### src/rtl/aes_pkg.sv
// Shared constants for the AES request arbiter: FSM encoding, block width
// and the default WAIT timeout.
package aes_pkg;

   localparam int BLOCK_W     = 128;
   localparam int CNT_W       = 8;
   localparam int TIMEOUT_DEF = 255;

   localparam logic [1:0] ST_IDLE  = 2'd0;
   localparam logic [1:0] ST_START = 2'd1;
   localparam logic [1:0] ST_WAIT  = 2'd2;
   localparam logic [1:0] ST_RESP  = 2'd3;

endpackage

### src/rtl/rr_arbiter2.sv
// Two-way round-robin grant with its last-grant history register.
// A tie goes to the requester that was not served most recently.
module rr_arbiter2 (
   input  logic       clk,
   input  logic       reset_n,
   input  logic       enable_i,
   input  logic [1:0] req_i,
   output logic [1:0] ready_o,
   output logic       accept_o,
   output logic       gnt_id_o
);

   logic last_q;
   logic last_d;

   assign gnt_id_o = (&req_i) ? ~last_q : req_i[1];
   assign ready_o  = (enable_i && (|req_i)) ? (gnt_id_o ? 2'b10 : 2'b01) : 2'b00;
   // Ready is only raised toward a valid requester, so any ready is an accept.
   assign accept_o = |ready_o;
   assign last_d   = accept_o ? gnt_id_o : last_q;

   // NOTE: sequential state uses non-blocking assignments so every flop
   // samples pre-edge values regardless of block ordering.
   always_ff @(posedge clk) begin
      if (!reset_n) begin
         last_q <= 1'b1;
      end else begin
         last_q <= last_d;
      end
   end

endmodule

### src/rtl/aes_req_arbiter.sv
// Shares one AES-128 core between two requesters: round-robin accept, start
// pulse, bounded wait for core_done, then a held response until rsp_ready.
module aes_req_arbiter
   import aes_pkg::*;
#(
   parameter int TIMEOUT = TIMEOUT_DEF
) (
   input  logic               clk,
   input  logic               reset_n,
   input  logic               req0_valid,
   input  logic               req1_valid,
   output logic               req0_ready,
   output logic               req1_ready,
   input  logic [BLOCK_W-1:0] req0_pt,
   input  logic [BLOCK_W-1:0] req1_pt,
   input  logic [BLOCK_W-1:0] req0_key,
   input  logic [BLOCK_W-1:0] req1_key,
   output logic               core_start,
   output logic [BLOCK_W-1:0] core_pt,
   output logic [BLOCK_W-1:0] core_key,
   input  logic               core_done,
   input  logic [BLOCK_W-1:0] core_ct,
   output logic               rsp_valid,
   input  logic               rsp_ready,
   output logic               rsp_id,
   output logic [BLOCK_W-1:0] rsp_ct,
   output logic               rsp_err,
   output logic               busy
);

   localparam logic [CNT_W-1:0] TIMEOUT_CNT = CNT_W'(TIMEOUT);

   logic [1:0]         state_q,  state_d;
   logic [CNT_W-1:0]   cnt_q,    cnt_d;
   logic [BLOCK_W-1:0] pt_q,     pt_d;
   logic [BLOCK_W-1:0] key_q,    key_d;
   logic               id_q,     id_d;
   logic [BLOCK_W-1:0] rsp_ct_q, rsp_ct_d;
   logic               rsp_err_q, rsp_err_d;

   logic [1:0] arb_ready;
   logic       arb_accept;
   logic       arb_gnt;
   logic       arb_enable;

   // Gating with reset_n keeps ready low while reset is being applied.
   assign arb_enable = (state_q == ST_IDLE) && reset_n;

   rr_arbiter2 u_rr (
      .clk      (clk),
      .reset_n  (reset_n),
      .enable_i (arb_enable),
      .req_i    ({req1_valid, req0_valid}),
      .ready_o  (arb_ready),
      .accept_o (arb_accept),
      .gnt_id_o (arb_gnt)
   );

   // NOTE: every next-state signal gets a default first so no path through
   // the case statement can leave one unassigned and infer a latch.
   always_comb begin
      state_d   = state_q;
      cnt_d     = cnt_q;
      pt_d      = pt_q;
      key_d     = key_q;
      id_d      = id_q;
      rsp_ct_d  = rsp_ct_q;
      rsp_err_d = rsp_err_q;
      case (state_q)
         ST_IDLE: begin
            if (arb_accept) begin
               pt_d    = arb_gnt ? req1_pt  : req0_pt;
               key_d   = arb_gnt ? req1_key : req0_key;
               id_d    = arb_gnt;
               state_d = ST_START;
            end
         end
         ST_START: begin
            cnt_d   = '0;
            state_d = ST_WAIT;
         end
         ST_WAIT: begin
            // A done arriving on the timeout cycle still counts as success.
            if (core_done) begin
               rsp_ct_d  = core_ct;
               rsp_err_d = 1'b0;
               state_d   = ST_RESP;
            end else if (cnt_q == TIMEOUT_CNT) begin
               rsp_ct_d  = '0;
               rsp_err_d = 1'b1;
               state_d   = ST_RESP;
            end else begin
               cnt_d = cnt_q + 1'b1;
            end
         end
         ST_RESP: begin
            if (rsp_ready) begin
               state_d = ST_IDLE;
            end
         end
         default: state_d = ST_IDLE;
      endcase
   end

   // NOTE: the wide data registers are reset too, because every output they
   // drive must read zero after reset, not merely be ignored.
   always_ff @(posedge clk) begin
      if (!reset_n) begin
         state_q   <= ST_IDLE;
         cnt_q     <= '0;
         pt_q      <= '0;
         key_q     <= '0;
         id_q      <= 1'b0;
         rsp_ct_q  <= '0;
         rsp_err_q <= 1'b0;
      end else begin
         state_q   <= state_d;
         cnt_q     <= cnt_d;
         pt_q      <= pt_d;
         key_q     <= key_d;
         id_q      <= id_d;
         rsp_ct_q  <= rsp_ct_d;
         rsp_err_q <= rsp_err_d;
      end
   end

   assign req0_ready = arb_ready[0];
   assign req1_ready = arb_ready[1];
   assign core_start = (state_q == ST_START);
   assign core_pt    = pt_q;
   assign core_key   = key_q;
   assign rsp_valid  = (state_q == ST_RESP);
   assign rsp_id     = id_q;
   assign rsp_ct     = rsp_ct_q;
   assign rsp_err    = rsp_err_q;
   assign busy       = (state_q != ST_IDLE);

endmodule

### config.mk
export PLATFORM = sky130hd
export DESIGN_NAME = aes_req_arbiter
export DESIGN_NICKNAME = d
export VERILOG_FILES = /design/src/rtl/aes_pkg.sv /design/src/rtl/rr_arbiter2.sv /design/src/rtl/aes_req_arbiter.sv
export SDC_FILE = /design/constraint.sdc
export NUM_CORES = 1
export LEC_CHECK = 0
export CAP_MARGIN = 30
export CELL_PAD_IN_SITES_DETAIL_PLACEMENT = 1
export CELL_PAD_IN_SITES_GLOBAL_PLACEMENT = 1
export CORE_AREA = 2 2 402 404
export CTS_CLUSTER_DIAMETER = 150
export CTS_CLUSTER_SIZE = 30
export DETAILED_ROUTE_END_ITERATION = 6
export DIE_AREA = 0 0 404 406
export PLACE_DENSITY_LB_ADDON = 0.1
export RECOVER_POWER = 25
export SYNTH_ARGS = -nofsm -noshare
export SYNTH_HDL_FRONTEND = slang
export SYNTH_SLANG_ARGS = --single-unit
### constraint.sdc
create_clock -name clk -period 2.8 [get_ports clk]
set_input_delay 0.56 -clock clk [delete_from_list [all_inputs] [get_ports clk]]
set_output_delay 0.56 -clock clk [all_outputs]
set_load 0.005 [all_outputs]
# == Word level (Yosys, flattened, before mapping) ==
# Index checks and enable logic that the tools add are counted.
# totals
reg_bits,397
input_bits,646
output_inout_bits,391
# op_classes
addsub,1
muxes,17
n_eq_ne,9
bitwise,1
reduce_logical,13
# op_table
cell,n
two-way mux 128 bit,4
two-way mux 8 bit,2
case mux 8 bit (2 select lines),1
two-way mux 2 bit,6
"adder 8 x 1 -> 8 bit, second input constant",1
"equality test 8 bit, second input constant",1
case mux 2 bit (4 select lines),1
AND reduction 2 bit,3
AND reduction 3 bit,2
nonzero test 2 bit,3
"equality test 2 bit, second input constant",2
"!= test 2 x 1 -> 1 bit, second input constant",2
"!= test 2 bit, second input constant",2
OR reduction 2 bit,2
two-way mux 1 bit,3
"!= test 3 bit, second input constant",1
"equality test 2 x 1 -> 1 bit, second input constant",1
logical AND 1 bit,2
zero test 2 bit,1
inverter 1 bit,1

# == Depth between registers and ports, before layout ==
# Gate-level depths: netlist of the first run.
# depth
word_depth,7
mapped_depth,10
depth_no_buf,6

# == Modules after synthesis ==
# A second synthesis of the first run with hierarchy kept.
# hier_totals
cells_unflattened,1521
hier_area_um2,15718.8
# by_module_without_submodules
mod,cells_per_inst,n_inst,area_per_inst_um2
aes_req_arbiter,1511,1,15645.0
rr_arbiter2,10,1,73.8

# == Least setup slack after synthesis of the first run ==
# No wires, ideal clock.
# synth_timing
path_kind,input port to output port
start,input port reset_n
end,output port req1_ready
setup_slack_ns,0.773
path_stages,6
arrival_ns,1.467
t_required_ns,2.240
n_path_buf,2
cell_sequence,clkbuf_2 o21ai_1 nor2_4 buf_1 nand2_1 inv_1
# synth_between
elab_chain_len,3
# synth_lines
item,line,text
"start, declared",aes_req_arbiter.sv:9,"input logic reset_n,"
logical AND 1 bit,aes_req_arbiter.sv:47,assign arb_enable = (state_q == ST_IDLE) && reset_n;
logical AND 1 bit,rr_arbiter2.sv:17,assign ready_o = (enable_i && (|req_i)) ? (gnt_id_o ? 2'b10 : 2'b01) : 2'b00;
two-way mux 2 bit,rr_arbiter2.sv:17,
"end, declared",aes_req_arbiter.sv:13,"output logic req1_ready,"
# No other way between the ends.

# == Worst setup path in the final report of the first run ==
# layout_timing
start,input port req0_valid
end,output port req0_ready
# layout_between
elab_chain_len,4
elab_cells_between_ends,6
cone_classes,mux (3); reduce/logical (3)
# layout_lines
item,line,text
"start, declared",aes_req_arbiter.sv:10,"input logic req0_valid,"
AND reduction 2 bit,rr_arbiter2.sv:16,assign gnt_id_o = (&req_i) ? ~last_q : req_i[1];
two-way mux 1 bit,rr_arbiter2.sv:16,
two-way mux 2 bit,rr_arbiter2.sv:17,
two-way mux 2 bit *,rr_arbiter2.sv:17,
"end, declared",aes_req_arbiter.sv:12,"output logic req0_ready,"
# Mark *: on every way between the ends. The rest lies on a longest branch, timed or not.

==> results of run 1 <==
## logic make-up (layout without fill, tap and decap cells)
kind of cell | Yosys count | after routing | share of synthesized area
AND/OR/NAND/NOR | 417 | 417 | 0.0992
AO/OA/AOI/OAI | 412 | 412 | 0.197
flip-flops | 397 | 397 | 0.488
multiplexers | 257 | 257 | 0.158
buffers and inverters | 168 | 1197 | 0.0531
adder cells (fa/ha/maj) | 6 | 6 | 0.00461
other | 0 | 7 | 0
## per-layer routing
metal | global-route usage | wire length, µm | vias to the layer above
met5 | 0 | 235 | -
met2 | 0.223 | 53600 | 569
met4 | 0.0211 | 1940 | 36
met3 | 0.0484 | 9170 | 98
met1 | 0.123 | 37900 | 8006
li1 | - | - | 8025
## registers in the layout (all words and copies together), names as in the netlist
register     flops
u_rr.last_q      1
core_pt        128
state_q          2
core_key       128
rsp_ct         128
cnt_q            8
rsp_id           1
rsp_err          1
## where the power goes
group	total, mW	leakage [nW]	switching [mW]	internal, mW
clock network	4.34	0.392	2.60	1.74
registers	7.25	3.25	0.594	6.66
logic	7.19	6.80	3.37	3.83
## cell usage after synthesis, drive strengths merged (5+ instances only)
cell      n  share of area
a211oi  257           0.12
a21oi     7         0.0022
a22oi   128          0.066
buf     102          0.038
clkbuf   58          0.014
dfxtp   397           0.49
ha        6         0.0046
inv       8         0.0018
mux2i   257           0.16
nand2    12         0.0028
nor2    390          0.090
o211ai    5         0.0023
## repair_timing
item,4_1_cts,5_1_grt
gates cloned,0,0
buffers inserted,0,0
gates resized for setup,7,2
endpoints found under the setup margin,2,1
hold buffers,0,0
## final timing paths
| kind | to | start |
|---|---|---|
| setup reg to reg | rsp_ct[115]$_SDFFE_PN0P_ | state_q[0]$_SDFFE_PN0P_ |
| hold / removal | rsp_id$_SDFFE_PN0P_ | rsp_id$_SDFFE_PN0P_ |
| setup / recovery | req0_ready | req0_valid |
| hold reg to reg | rsp_id$_SDFFE_PN0P_ | rsp_id$_SDFFE_PN0P_ |
## through the flow
stage	cell area, µm²	power (mW)	TNS [ps]
final	30300	18.8	0
after global routing	30300	20.1	0
after CTS	30400	19.6	0
after detailed placement	29600	14.9	-812
after global placement	29600	14.8	-1380
after floorplan	16300	10.1	0
## cell type report
cell class              count  area, µm²
clock buffers              23        576
multi-input cells        1092       7480
fillers                 18400     129000
clock inverters            17        226
flip-flops and latches    397       7950
well taps                2086       2610
inverters                   8       37.5
diodes                      7       17.5
repair buffers           1149      11400
## critical path, stage by stage
cell and delay (ps):
dlygate4sd3_1 570, o21ai_1 90, buf_4 160, or2_2 350
nor2_2 180, buf_12 130
==> metrics.cfg, run 1 <==
[run_status]
status = complete, no violations

[sta]
whs_ps = 466
layout_setup_ws_ps = 190
hold_violations = 0
fmax_mhz = 383
finalClockSkew_ps = 40.5
grt_setup_unrepaired = false
tightestPinTransition_ps = 1360
setup_viol = 0
slew_viol_final = 0
slew_headroom = 0.0924
period_minus_slack_ps = 2610
post-route-period-util = 0.932

[synthesis]
ys_types = 41
syn_avg_cell_area_um2 = 9.82
synth_area_um2 = 16300
ys_ff_latch = 397
synthArstFlopShare = 0
synthCells = 1657
yosys_warnings = 0
seq_area_frac_synth = 0.488
synth-edff-count = 0
synth.net_count = 2309
ys.flop_type = dfxtp_1

[finish]
final_core_util = 0.190
area_delta_synth_final_pct = 86.4
final_cells = 4779
drive_gt1_frac = 0.0666
layout_common_cells = clkdlybuf4s50_1, dfxtp_1, nor2_1
layout_commonest_cell = clkdlybuf4s50_1
fin_nets = 3323

[detailed_routing]
wl_per_cell_um = 21.5
antenna_left = 0
drtPass1Iterations = 4
viasPerCell = 3.50
wirelength_um = 103000
drc = 0
vias = 16700
drtIter0Drc = 538

[power]
p_per_area_nw_per_um2 = 619
max-vdd-ir-drop_mv = 0.453
p_leak_nw = 10.4

[global_routing]
grt_use_total = 0.119
grt_pass1_vias = 18300
grt_max_degree = 96
antenna_found_initial = 28
grt_pass1_wl_um = 141000
overflow = 0

[worst_setup_path]
crit_path_end_kind = output port
path_class = in -> out
required_ps = 2240
critPathMaxFanout = 3
arrival_ps = 2050
rr_worst_depth = 6
r2r_slack_ps = 250
critPathLaunchType = primary input

[clock_tree]
cts_tree = done
cts_buffers = 23
cts_max_level = 1
clkLatencyLatePin_ps = 630
root_buffer = clkbuf_16
cts.sinks = 397
clk_pin_slew_ps = 110
clockBufferDepth = 3

[floorplanning]
die_area_um2 = 164000
initial_core_util = 0.102
rows = 147
die_y_um = 406
chipWidth_um = 404
io_pins = 1037
core_area_um2 = 160000

[placed_design]
gp_congestion = 0.756
dp_slack_ps = -321
io_buffer_count = 1036
post-dp-hpwl_um = 82600
dp.cells = 4732

[worst_hold_path]
worstHoldPathType = reg -> reg
min_path_cells = 2

[job]
cap_violations = 0

No activity file was read; power rests on OpenSTA's default activity.
==> run 2, diff against run 1 <==
- CAP_MARGIN: 30 -> not set
==> results of run 2 <==
Final layout, timing and power as in run 1 (identical DEF).
==> run 3, diff against run 2 <==
- SLEW_MARGIN: not set -> 40
==> results of run 3 <==
Final layout, timing and power as in run 1 (identical DEF).
==> patch 1, RTL diff (settings of run 2) <==
`key_q` no longer has a reset.
--- a/src/rtl/aes_req_arbiter.sv
+++ b/src/rtl/aes_req_arbiter.sv
@@ -109,7 +109,6 @@
          state_q   <= ST_IDLE;
          cnt_q     <= '0;
          pt_q      <= '0;
-         key_q     <= '0;
          id_q      <= 1'b0;
          rsp_ct_q  <= '0;
          rsp_err_q <= 1'b0;
@@ -117,11 +116,14 @@
          state_q   <= state_d;
          cnt_q     <= cnt_d;
          pt_q      <= pt_d;
-         key_q     <= key_d;
          id_q      <= id_d;
          rsp_ct_q  <= rsp_ct_d;
          rsp_err_q <= rsp_err_d;
       end
+   end
+
+   always_ff @(posedge clk) begin
+      key_q <= key_d;
    end
 
    assign req0_ready = arb_ready[0];
Behaviour: differs if reset_n is asserted again (counterexample within 4 cycles, from zero or initial values and one cycle with reset_n low); with reset_n held inactive, the same outputs for 4 cycles.
==> patch 1 against run 2 <==
  * Sequential cell count unchanged
  * Total power decreased by 3.7%
  * Sequential share of layout area increased by 4.0 points
  * Worst setup slack got worse by 0.048 ns
  * First-iteration DRC count decreased by 12%
  * Cell count decreased by 5.7%
  * Critical path depth increased by 1
  * Design area increased by 0.84%
  * Routed wire length increased by 2.5%
  * Synthesized area increased by 1.8%
  * Critical path type is now in2reg
==> patch 1: results (changes against run 2) <==
Worst slew margin: 37.7% (was 9.24%)
met2 usage: 23.2% (was 22.3%)
DR vias/cell: 3.38 (was 3.50)
met3 usage: 6.27% (was 4.84%)
global-route wire length before repair: 140000 microns (was 141000 microns)
HP Class: reg2reg (unchanged)
Crit path largest cell delay: 0.62 ns (was 0.57 ns)
worst setup margin: 0.142 ns (was 0.190 ns)
top_reg_cell synth: dfxtp_1 (unchanged)
post-layout net count: 3034 (was 3323)
WL/cell: 23.4 microns (was 21.5 microns)
cts bufs inserted: 23 (unchanged)
Clock Pin Slew Worst Setup and Hold Paths: 0.13 ns (was 0.11 ns)
Post-synth EDFFs: 128 (was 0)
detailed placer's ending HPWL: 87800 microns (was 82600 microns)
number of global-route vias before repair: 16383 (was 18347)
FF-to-FF setup slack: 0.42 ns (was 0.25 ns)
post-synth cell types: 42 (was 41)
clk_lat worst skew: 0.64 ns
CP Max Fanout: 20 (was 3)
worst r2r path cells: 5 (was 6)
routing usage on met1: 11.8% (was 12.3%)
CTS Root Cell: clkbuf_16 (unchanged)
fraction of layout instances using a drive strength above 1: 14.6% (was 6.66%)
hold depth: 2 (unchanged)
GPL Wtd Cong: 0.785 (was 0.756)
critical path's slowest cell: clkbuf_2 (was dlygate4sd3_1)
Global Route Usage Sum: 12.2% (was 11.9%)
first drt pass iteration count: 4 (unchanged)
DP Area: 29800 sq um (was 29600 sq um)
setup slack at placement: -0.246 ns (was -0.321 ns)
outcome: finished, final reports clean (unchanged)
minimum hold slack: 0.466 ns (about the same)
syn_nets: 2011 (was 2309)
synth cell count leaders: 269 x dfxtp_1, 262 x nor2_1, 129 x mux2i_1 (was 397 x dfxtp_1, 389 x nor2_1, 257 x a211oi_1, 257 x mux2i_1, 104 x a22oi_1)
Synth warnings: 0 (unchanged)
sequential-to-total area share from yosys stat: 55.7% (was 48.8%)
top cells by area, synth: dfxtp_1 33%, edfxtp_1 23%, mux2_2 8.7% (was dfxtp_1 49%, mux2i_1 16%, a211oi_1 12%)
clk_skew: 0.0499 ns (was 0.0405 ns)
critical path arrival: 3.05 ns (was 2.05 ns)
initial antenna violation count: 79 (was 28)
largest net degree at the start of global routing: 80 (was 96)
VDD IR-drop max: 414 uV (was 453 uV)
Initial DRC Count: 471 (was 538)
P_leak: 10.1 nW (was 10.4 nW)
fraction of registers with async set or reset after synthesis: 0% (unchanged)
-- patch 1: what timing repair did --
action / CTS / global route
resized for setup: 7 / 0
setup endpoints to repair: 2 / 0
setup buffers: 1 / 0
-- patch 1: report_power, final --
group | total (W) | leakage (nW) | internal (W) | switching (W)
Sequential | 0.00737 | 3.40 | 0.00695 | 0.000415
Combinational | 0.00629 | 6.32 | 0.00340 | 0.00289
Clock | 0.00444 | 0.409 | 0.00179 | 0.00265
Total | 0.0181 | 10.1 | 0.0121 | 0.00596
-- patch 1: kinds of logic (layout without fill, tap and decap cells) --
kind of cell / after synthesis / in the layout / share of synthesized area, %
compound gates: 284 / 284 / 16.6
fa+ha+maj: 6 / 6 / 0.453
buf+inv: 126 / 1166 / 3.97
flops: 397 / 397 / 55.7
mux: 257 / 257 / 16.5
other cells: 0 / 23 / 0
simple gates: 289 / 289 / 6.82
-- patch 1: metrics by stage --
step / total power (W) / std cells / util [%]
6_report: 0.0181 / 4508 / 19.2
5_1_grt: 0.0192 / 4486 / 19.1
4_1_cts: 0.0188 / 4485 / 19.2
3_5_place_dp: 0.0140 / 4442 / 18.7
3_3_place_gp: 0.0140 / 4442 / 18.7
2_1_floorplan: 0.00993 / 1359 / -
-- patch 1: layer usage --
layer | vias to the layer above | share of wire (%)
met3 | 157 | 11
met2 | 622 | 53
met1 | 7348 | 34
li1 | 7057 | -
met5 | - | 0.31
met4 | 54 | 2.0
-- patch 1: worst paths after layout --
path / startpoint / end
setup reg to reg: u_rr.last_q$_SDFFE_PN1P_ / core_key[81]$_DFFE_PP_
setup / recovery: req1_valid / core_key[81]$_DFFE_PP_
hold reg to reg: rsp_id$_SDFFE_PN0P_ / rsp_id$_SDFFE_PN0P_
hold / removal: rsp_id$_SDFFE_PN0P_ / rsp_id$_SDFFE_PN0P_
-- patch 1: cell type report --
type | instances | area [sq um]
timing repair buffer | 1114 | 11200
inverter | 10 | 52.6
fill | 18131 | 129000
tap | 2086 | 2610
clock buffer | 26 | 591
sequential | 397 | 9230
multi-input combinational | 836 | 6600
antenna | 23 | 57.6
clock inverter | 16 | 265
-- patch 1: worst min-delay path: stages (launching register included) --
cell and delay (ns):
dfxtp_1 0.33, nand2_1 0.05, a21oi_1 0.05
==> patch 2, RTL diff (flow settings as in run 2) <==
Made on the original files. The package constant `CNT_W` goes from 8 to 7.
--- a/src/rtl/aes_pkg.sv
+++ b/src/rtl/aes_pkg.sv
@@ -3,7 +3,7 @@
 package aes_pkg;
 
    localparam int BLOCK_W     = 128;
-   localparam int CNT_W       = 8;
+   localparam int CNT_W       = 7;
    localparam int TIMEOUT_DEF = 255;
 
    localparam logic [1:0] ST_IDLE  = 2'd0;
Check against the original RTL: no difference found for any inputs over 4 cycles, from zero or initial values and one cycle with reset_n low; that may be too few to reach the edited logic, so the function may still have changed.
==> patch 2 against run 2 <==
  * The run now ends with design-rule violations left
  * Design area shrank 8.7%
  * Routed wire length grew 2.4%
  * Clock power grew 11%
  * Sequential cell count shrank 1
  * Critical path depth shrank 1
  * Critical endpoint is now req1_ready
  * Worst setup slack lost 0.011 ns
  * Total power shrank 4.1%
  * Synthesized area shrank 16%
  * Critical path type is now reg2out
==> patch 2: results (changes against run 2) <==
outcome: finished with violations (was finished, final reports clean)
failing checks: design-rule violations
Cells after Synth: 1246 (was 1657)
P_leak: 9.45 nW (was 10.4 nW)
DP Area: 26800 sq um (was 29600 sq um)
Global Route Usage Sum: 12.1% (was 11.9%)
fraction of layout instances using a drive strength above 1: 4.55% (was 6.66%)
Fillers: 18298 (was 18424)
Residual DRC: 6 (was 0)
largest net degree at the start of global routing: 119 (was 96)
setup slack at placement: 0.0883 ns (was -0.321 ns)
post-synthesis register bit count: 396 (was 397)
VDD IR-drop max: 368 uV (was 453 uV)
first drt pass iteration count: 7 (was 4)
cts bufs inserted: 24 (was 23)
CP Max Fanout: 5 (was 3)
clk_skew: 0.0432 ns (was 0.0405 ns)
post-layout net count: 2879 (was 3323)
final WL: 105000 microns (was 103000 microns)
Cell Int Power: 0.0119 W (was 0.0122 W)
Crit path largest cell delay: 0.52 ns (was 0.57 ns)
global-route wire length before repair: 140000 microns (was 141000 microns)
syn_nets: 1898 (was 2309)
WL/cell: 24.2 microns (was 21.5 microns)
number of global-route vias before repair: 16851 (was 18347)
clk_lat worst skew: 0.65 ns (was 0.63 ns)
GPL Wtd Cong: 0.762 (was 0.756)
Vias: 15611 (was 16734)
detailed placer's ending HPWL: 82500 microns (was 82600 microns)
post-synth cell types: 33 (was 41)
[patch 2: cell count changes after synthesis, moves of 6 or more]
cell and change:
buf_4 -8, a22oi_1 -104, buf_1 +9, a22o_1 +128, a211oi_1 -254, a222oi_1 +256, nor2_1 -130, buf_6 -8
mux2i_1 -256, buf_2 -15, clkbuf_1 +6, a22oi_2 -24
[patch 2: cell type report]
class / count / area [sq um] / share of cell area, %
timing repair buffer: 1097 / 11000 / 39.9
sequential: 396 / 7930 / 28.6
multi-input combinational: 699 / 5080 / 18.3
tap: 2086 / 2610 / 9.43
clock buffer: 25 / 626 / 2.26
clock inverter: 18 / 333 / 1.20
inverter: 9 / 41.3 / 0.149
antenna: 13 / 32.5 / 0.117
[patch 2: repair_timing]
action                                  CTS  global route
resized for setup                         3             2
endpoints found under the setup margin    2             1
hold endpoints to repair                  0             0
cloned                                    0             0
[patch 2: worst paths after layout]
path	start	endpoint	slack (ns)	cells after the start
min	rsp_id$_SDFFE_PN0P_	rsp_id$_SDFFE_PN0P_	0.47	2
min reg2reg	rsp_id$_SDFFE_PN0P_	rsp_id$_SDFFE_PN0P_	0.47	2
max reg2reg	state_q[1]$_SDFFE_PN0P_	core_pt[24]$_SDFFE_PN0P_	0.25	9
max	state_q[1]$_SDFFE_PN0P_	req1_ready	0.18	5
[patch 2: worst register-to-register path: cells and delay by family (launching register included)]
| family | cells | cell delay, ns |
|---|---|---|
| fa+ha+maj | 1 | 0.20 |
| buf+inv | 4 | 1.31 |
| compound gates | 2 | 0.37 |
| flops | 1 | 0.36 |
| simple gates | 2 | 0.27 |
[patch 2: logic make-up after synthesis]
| logic type | share of synthesized area, % |
|---|---|
| simple gates | 8.14 |
| fa+ha+maj | 0.550 |
| mux | 0.0734 |
| buf+inv | 5.04 |
| flops | 58.1 |
| compound gates | 28.1 |
[patch 2: power by group through the flow]
stage	Sequential [W]	Clock, W	Combinational (W)
global route	0.00709	0.00535	0.00669
global placement	0.00707	0	0.00641
finish	0.00698	0.00482	0.00622
floorplan	0.00710	0	0.00203
CTS	0.00699	0.00521	0.00647
detailed placement	0.00709	0	0.00643
[patch 2: layer usage]
metal,part of all wire (%),GRT usage [%],wire length (microns),vias to the layer above
li1,-,-,-,6964
met1,33,11.2,34500,7744
met2,54,23.7,57300,668
met3,10,5.62,10900,165
met4,2.0,2.22,2100,70
met5,0.43,0,450,-
